--- config.mk ---
export PLATFORM = sky130hd
export DESIGN_NAME = sfifo_sync_flags_flat
export DESIGN_NICKNAME = d
export VERILOG_FILES = /design/src/rtl/sfifo_sync_flags_if.sv /design/src/rtl/sfifo_sync_flags.sv /design/src/flat_wrapper.sv
export SDC_FILE = /design/constraint.sdc
export NUM_CORES = 2
export LEC_CHECK = 0
export CAP_MARGIN = 10
export CORE_MARGIN = 8
export CORE_UTILIZATION = 50
export DETAILED_ROUTE_END_ITERATION = 6
export PLACE_DENSITY = 0.65
export RECOVER_POWER = 50
export SLEW_MARGIN = 20
export SYNTH_ARGS = -nofsm -noshare
export SYNTH_HDL_FRONTEND = slang
export SYNTH_SLANG_ARGS = --single-unit
--- constraint.sdc ---
create_clock -name clk -period 4.4 [get_ports clk]
set_clock_uncertainty 0.15 [all_clocks]
set_input_delay 0.88 -clock clk [delete_from_list [all_inputs] [get_ports clk]]
set_output_delay 0.88 -clock clk [all_outputs]
set_load 0.01 [all_outputs]
--- src/rtl/sfifo_sync_flags_if.sv ---
// +------------------------------------------------------------------+
// | sfifo_sync_flags_if : write/read/status bundle for sfifo_sync_flags |
// | rev 1.0                                                           |
// +------------------------------------------------------------------+
`default_nettype none

interface sfifo_sync_flags_if #(
  parameter int DWIDTH = 8,
  parameter int PWIDTH = 8
);
  logic [DWIDTH-1:0] din;
  logic              push;
  logic              pop;
  logic              clr_err;
  logic [DWIDTH-1:0] dout;
  logic              dout_valid;
  logic              not_full;
  logic [PWIDTH:0]   count;
  logic              almost_full;
  logic              almost_empty;
  logic              overflow;
  logic              underflow;

  modport master (
    output din, push, pop, clr_err,
    input  dout, dout_valid, not_full, count,
    input  almost_full, almost_empty, overflow, underflow
  );

  modport slave (
    input  din, push, pop, clr_err,
    output dout, dout_valid, not_full, count,
    output almost_full, almost_empty, overflow, underflow
  );
endinterface

`default_nettype wire

--- src/rtl/sfifo_sync_flags.sv ---
// +------------------------------------------------------------------+
// | sfifo_sync_flags : single-clock FIFO, registered or FWFT read,     |
// | occupancy count, almost flags, sticky overflow/underflow. rev 1.0  |
// +------------------------------------------------------------------+
`default_nettype none

module sfifo_sync_flags #(
  parameter int DWIDTH   = 8,
  parameter int PWIDTH   = 8,
  parameter int FWFT     = 0,
  parameter int AF_LEVEL = 2**PWIDTH - 2,
  parameter int AE_LEVEL = 2
) (
  input  wire logic         clk,
  input  wire logic         reset,
  sfifo_sync_flags_if.slave bus
);

  localparam int              DEPTH     = 2**PWIDTH;
  localparam logic [PWIDTH:0] DEPTH_CNT = (PWIDTH+1)'(DEPTH);
  localparam logic [PWIDTH:0] AF_CNT    = (PWIDTH+1)'(AF_LEVEL);
  localparam logic [PWIDTH:0] AE_CNT    = (PWIDTH+1)'(AE_LEVEL);

  logic [DWIDTH-1:0] mem_q [DEPTH];
  logic [PWIDTH-1:0] wr_ptr_q, wr_ptr_d;
  logic [PWIDTH-1:0] rd_ptr_q, rd_ptr_d;
  logic [PWIDTH:0]   count_q, count_d;
  logic [DWIDTH-1:0] dout_q, dout_d;
  logic              dout_valid_q, dout_valid_d;
  logic              overflow_q, overflow_d;
  logic              underflow_q, underflow_d;

  logic              pop_ok;
  logic              push_ok;
  logic              mem_we;
  logic              mem_re;
  logic              load;
  logic              bypass;
  logic [PWIDTH:0]   mem_cnt;

  always_comb begin
    pop_ok       = 1'b0;
    push_ok      = 1'b0;
    mem_we       = 1'b0;
    mem_re       = 1'b0;
    load         = 1'b0;
    bypass       = 1'b0;
    mem_cnt      = count_q;
    dout_d       = dout_q;
    dout_valid_d = dout_valid_q;

    if (FWFT != 0) begin
      pop_ok  = bus.pop & dout_valid_q;
      push_ok = bus.push & ((count_q != DEPTH_CNT) | pop_ok);
      // The output register is part of the count; memory holds the rest.
      mem_cnt = count_q - {{PWIDTH{1'b0}}, dout_valid_q};
      load    = ~dout_valid_q | pop_ok;
      mem_re  = load & (mem_cnt != '0);
      bypass  = load & (mem_cnt == '0) & push_ok;
      mem_we  = push_ok & ~bypass;
      if (load) begin
        if (mem_re) begin
          dout_d       = mem_q[rd_ptr_q];
          dout_valid_d = 1'b1;
        end else if (bypass) begin
          dout_d       = bus.din;
          dout_valid_d = 1'b1;
        end else begin
          dout_valid_d = 1'b0;
        end
      end
    end else begin
      pop_ok       = bus.pop & (count_q != '0);
      push_ok      = bus.push & ((count_q != DEPTH_CNT) | pop_ok);
      mem_re       = pop_ok;
      mem_we       = push_ok;
      dout_valid_d = pop_ok;
      if (mem_re) begin
        dout_d = mem_q[rd_ptr_q];
      end
    end

    wr_ptr_d = mem_we ? wr_ptr_q + 1'b1 : wr_ptr_q;
    rd_ptr_d = mem_re ? rd_ptr_q + 1'b1 : rd_ptr_q;

    case ({push_ok, pop_ok})
      2'b10:   count_d = count_q + 1'b1;
      2'b01:   count_d = count_q - 1'b1;
      default: count_d = count_q;
    endcase

    // A fresh error in the clearing cycle keeps the flag set.
    overflow_d  = (overflow_q  & ~bus.clr_err) | (bus.push & ~push_ok);
    underflow_d = (underflow_q & ~bus.clr_err) | (bus.pop  & ~pop_ok);
  end

  always_ff @(posedge clk) begin
    if (reset) begin
      wr_ptr_q     <= '0;
      rd_ptr_q     <= '0;
      count_q      <= '0;
      dout_q       <= '0;
      dout_valid_q <= 1'b0;
      overflow_q   <= 1'b0;
      underflow_q  <= 1'b0;
    end else begin
      wr_ptr_q     <= wr_ptr_d;
      rd_ptr_q     <= rd_ptr_d;
      count_q      <= count_d;
      dout_q       <= dout_d;
      dout_valid_q <= dout_valid_d;
      overflow_q   <= overflow_d;
      underflow_q  <= underflow_d;
    end
  end

  // Storage is not reset; the read above sees the pre-write word.
  always_ff @(posedge clk) begin
    if (!reset && mem_we) begin
      mem_q[wr_ptr_q] <= bus.din;
    end
  end

  assign bus.dout         = dout_q;
  assign bus.dout_valid   = dout_valid_q;
  assign bus.count        = count_q;
  assign bus.not_full     = (count_q != DEPTH_CNT);
  assign bus.almost_full  = (count_q >= AF_CNT);
  assign bus.almost_empty = (count_q <= AE_CNT);
  assign bus.overflow     = overflow_q;
  assign bus.underflow    = underflow_q;

endmodule

`default_nettype wire
--- src/flat_wrapper.sv ---
// flat-port wrapper written by rule: the top's interface ports become plain ports
module sfifo_sync_flags_flat 
#(
  parameter int DWIDTH   = 8,
  parameter int PWIDTH   = 8,
  parameter int FWFT     = 0,
  parameter int AF_LEVEL = 2**PWIDTH - 2,
  parameter int AE_LEVEL = 2
)
  (clk, reset, bus_din, bus_push, bus_pop, bus_clr_err, bus_dout, bus_dout_valid, bus_not_full, bus_count, bus_almost_full, bus_almost_empty, bus_overflow, bus_underflow);
  sfifo_sync_flags_if #(.DWIDTH(DWIDTH), .PWIDTH(PWIDTH)) bus_i ();
  input  wire logic clk;
  input  wire logic reset;
  input wire logic [$bits(bus_i.din)-1:0] bus_din;
  input wire logic [$bits(bus_i.push)-1:0] bus_push;
  input wire logic [$bits(bus_i.pop)-1:0] bus_pop;
  input wire logic [$bits(bus_i.clr_err)-1:0] bus_clr_err;
  output wire logic [$bits(bus_i.dout)-1:0] bus_dout;
  output wire logic [$bits(bus_i.dout_valid)-1:0] bus_dout_valid;
  output wire logic [$bits(bus_i.not_full)-1:0] bus_not_full;
  output wire logic [$bits(bus_i.count)-1:0] bus_count;
  output wire logic [$bits(bus_i.almost_full)-1:0] bus_almost_full;
  output wire logic [$bits(bus_i.almost_empty)-1:0] bus_almost_empty;
  output wire logic [$bits(bus_i.overflow)-1:0] bus_overflow;
  output wire logic [$bits(bus_i.underflow)-1:0] bus_underflow;
  assign bus_i.din = bus_din;
  assign bus_i.push = bus_push;
  assign bus_i.pop = bus_pop;
  assign bus_i.clr_err = bus_clr_err;
  assign bus_dout = bus_i.dout;
  assign bus_dout_valid = bus_i.dout_valid;
  assign bus_not_full = bus_i.not_full;
  assign bus_count = bus_i.count;
  assign bus_almost_full = bus_i.almost_full;
  assign bus_almost_empty = bus_i.almost_empty;
  assign bus_overflow = bus_i.overflow;
  assign bus_underflow = bus_i.underflow;
  sfifo_sync_flags #(.DWIDTH(DWIDTH), .PWIDTH(PWIDTH), .FWFT(FWFT), .AF_LEVEL(AF_LEVEL), .AE_LEVEL(AE_LEVEL)) u_core (.clk(clk), .reset(reset), .bus(bus_i));
endmodule
==> flow_results.org <==
** Placed design
- GPL Wtd Cong :: 0.921
- Detailed placement ended at an HPWL of 135 mm.
- Area post-placement :: 85800 µm²
- During placement, the flow inserted port buffers numbering 35.

** Floorplan
- Measured along the y axis, the die boundary spans 420 µm.
- The floorplan has between 100 and 150 rows.
- Die width :: ~420 µm
- Core area :: 163000 µm²
- For this design the top-level I/O count stands at 36.
- The initial utilization of the core area, before any placement, comes to 50.3%.
- Die Area :: between 150000 and 200000 µm²

** Synthesis
- Fraction of registers with async set or reset after synthesis :: 0%
- Synthesis instantiated 67 different standard cells from the library.
- Yosys printed 0 warnings.
- The cell area that synthesis handed to floorplanning was 81800 µm².
- Most instantiated flip-flop cell in the synthesis netlist :: edfxtp_1
- Post-synth EDFFs :: 2048
- The number of nets handed over by synthesis was roughly 4200.
- Each instance of the synthesized netlist takes up on average 19.5 µm².
- Counting flops and latches in the post-synthesis netlist gives around 2100.
- Gate count after technology mapping :: 4197
- Sequential share of the synthesized area :: between 70 and 80%

** Drt
- DRC violations left :: 0
- Total vias in the final route :: approximately 43000
- Dividing the detail-routed via count by the number of cells gives around 6.3.
- Count of nets left with antenna violations after detail routing :: 0
- Total wirelength of the detailed-routed design :: 217 mm
- The pre-antenna-repair detailed-routing pass consisted of 6 iterations.
- After detailed routing, the average wire length per cell comes to 32.1 µm.
- Iteration-0 DRC count of the detailed router :: around 5600

** Pwr
- Leakage power total :: between 20 and 30 nW
- IR analysis of the VDD net gives a maximum drop of 383 µV.
- Dividing total power by cell area gives a power density of 503 nW/µm².

** CTS
- In this run the deepest clock path goes through 3 buffers.
- The clock reaches the later pin of the worst-skew pair after 0.81 ns.
- Reg clk slew, reported paths :: 0.06 ns
- The tree is rooted in a clkbuf_16.
- Hold buffers post-CTS :: 0
- TritonCTS created 202 clock buffers.
- Buffers added to address setup during post-CTS repair amount to 0.
- TritonCTS clock tree :: done
- CTS saw 2084 sinks.
- Level count of the clock H-tree :: 4

** STA
- Number of setup violations in the final report :: 0
- Slew at the pin closest to its max-slew limit :: 3.83 ns
- Max-slew violation total from the final report :: 1263
- The final critical path takes up 92.9% of the cycle.
- Final hold vios :: 0
- The worst path needs between 4 and 5 ns of the cycle, external delays included.
- In the final timing run, aggregate negative setup slack is 0 ns.
- Worst slew margin :: -155%
- Setup repair after global routing left no endpoint under its margin.
- Maximum operating frequency :: roughly 240 MHz

** Hold path
- WHS Path Cells :: 2
- The path class of the tightest hold or removal check is reg2reg.

** Critical path
- Family with the most delay on the worst path :: buffers and inverters
- Crit path cell chain :: clkbuf_2 -> dlymetal6s4s_1
- Critical setup path kind :: in2reg
- The critical path crosses 2 cells after its start point.
- Master of the slowest instance on the critical path :: clkbuf_2
- Crit end category :: flip-flop
- Maximum single-stage delay on the critical path :: 1.63 ns
- Reg2reg path depth :: 9
- The critical path contains buffers and inverters numbering 2 combined.
- Type of element launching the critical path :: primary input
- Along the worst path, the maximum fanout reaches 87.
- Critical path required time :: 4.58 ns
- Arrival time of data at the critical path endpoint :: between 4 and 5 ns

** Final layout
- Top library cells by usage in the layout, fill and taps aside :: edfxtp_1 (2048), mux2i_1 (369), mux4_2 (350), nor2_1 (316), clkbuf_16 (207)
- Leaving out fill and tap cells, the most frequent cell in the layout is edfxtp_1.
- Design area :: 91900 µm²
- Total number of nets in the final design :: 4443
- Of the cells placed in the final design, the portion with a size suffix greater than 1 is between 10% and 20%.
- From synthesis to final layout, the design area changed by 12.3%.
- Utilization of the core after routing :: 56.5%

** Global route
- The first global-routing pass estimated 309 mm of wire.
- The number of global-route vias before repair came to 42193.
- Pin count of the biggest net entering global routing :: around 120
- Initial antenna violation count :: 7
- After global routing the overflow that remains totals 0.
- Global routing used between 20% and 30% of the available tracks across all layers.

** Status
- Violated checks :: max-capacitance violations, max-slew violations
- The run finished, with violations left.

** Flow run
- Across the run, the number of max-cap violations was 17.
-- cell families after synthesis --
| group | count (synthesis) | synth area share [%] |
|---|---|---|
| AOI/OAI and AO/OA | 493 | 4.23 |
| xor gates and xnor gates | 15 | 0.161 |
| adders and majority gates | 13 | 0.208 |
| buffers and inverters | 270 | 1.86 |
| DFF | 2084 | 76.1 |
| muxes | 723 | 14.2 |
| and+or+nand+nor | 599 | 3.25 |
-- final cells by class --
class                           count  area, µm²
Fill cell                       12245      70700
Sequential cell                  2084      62200
Multi-Input combinational cell   1843      18100
Clock buffer                      261       5400
Tap cell                         2175       2720
Timing Repair Buffer              273       2380
Clock inverter                    115        975
Inverter                           13       53.8
Antenna cell                        1       2.50
-- tightest hold or removal path: stages (launching register included) --
cell,delay [ns]
dfxtp_1,0.31
nand2b_1,0.08
a21oi_1,0.06
-- registers in the layout, summed over array words and instances (netlist names) --
signal	count
u_core.rd_ptr_q	8
u_core.bus.dout	8
u_core.wr_ptr_q	8
u_core.bus.overflow	1
u_core.bus.count	9
u_core.bus.underflow	1
u_core.bus.dout_valid	1
u_core.mem_q	2048
-- path summary, 6_finish.rpt --
| check | from | slack (ns) | endpoint |
|---|---|---|---|
| max | bus_din[3] | 0.31 | u_core.mem_q[37][3] |
| min | u_core.bus.underflow | 0.34 | u_core.bus.underflow |
| max reg2reg | u_core.bus.count[0] | 0.39 | u_core.mem_q[120][0] |
| min reg2reg | u_core.bus.underflow | 0.34 | u_core.bus.underflow |
-- cell usage after synthesis, types with 4 or more instances --
cell type,n,share of area (%)
a2111oi_0,5,0.054
a211oi_1,41,0.38
a21oi_1,110,0.67
a22oi_1,13,0.12
a311oi_1,4,0.043
a31oi_1,4,0.031
and2_1,4,0.031
and3_1,10,0.076
buf_1,20,0.092
buf_2,45,0.28
buf_4,36,0.33
buf_6,42,0.58
clkbuf_1,114,0.52
dfxtp_1,36,0.88
edfxtp_1,2048,75
ha_1,12,0.18
inv_1,11,0.050
mux2_2,4,0.055
mux2i_1,369,4.5
mux4_2,350,9.6
nand2_1,85,0.39
nand2b_1,8,0.061
nand3_1,24,0.15
nand4_1,7,0.054
nand4b_1,5,0.054
nor2_1,316,1.5
nor2b_1,12,0.092
nor3_1,78,0.48
nor4_1,26,0.20
nor4b_1,8,0.086
o2111ai_1,5,0.054
o211ai_1,7,0.064
o21a_1,8,0.073
o21ai_0,41,0.25
o221ai_1,128,1.4
o22ai_1,94,0.72
o32ai_1,6,0.064
or3_1,7,0.054
or4_1,6,0.055
xnor2_1,9,0.096
xor2_1,6,0.064
-- per-layer routing --
metal | global-route usage, % | share of wire [%] | vias up
li1 | - | - | 17807
met1 | 33.9 | 40 | 22314
met2 | 38.4 | 47 | 2228
met3 | 5.31 | 8.9 | 408
met4 | 8.05 | 3.5 | 4
met5 | 0 | 0.013 | -
-- report_power, final --
group | internal, mW | switching, mW | leakage [nW]
sequential | 21.9 | 0.237 | 18.7
combinational | 3.23 | 4.05 | 6.25
clock | 9.52 | 7.29 | 3.10
total | 34.7 | 11.6 | 28.1
-- metrics by stage --
stage	setup WS [ns]	instances	total power, mW	hold WS (ns)
after floorplan	1.10	4197	27.5	0.328
after global placement	-0.0893	6388	29.9	0.322
after detailed placement	-0.173	6388	29.9	0.326
after CTS	0.343	6764	46.5	0.336
after global routing	0.151	6764	47.5	0.375
final	0.313	6765	46.2	0.339
-- what timing repair did --
action                     4_1_cts  5_1_grt
hold endpoints to repair         0        0
resized for setup                1        0
setup endpoints to repair        1        0
No activity file was read; power rests on OpenSTA's default activity.
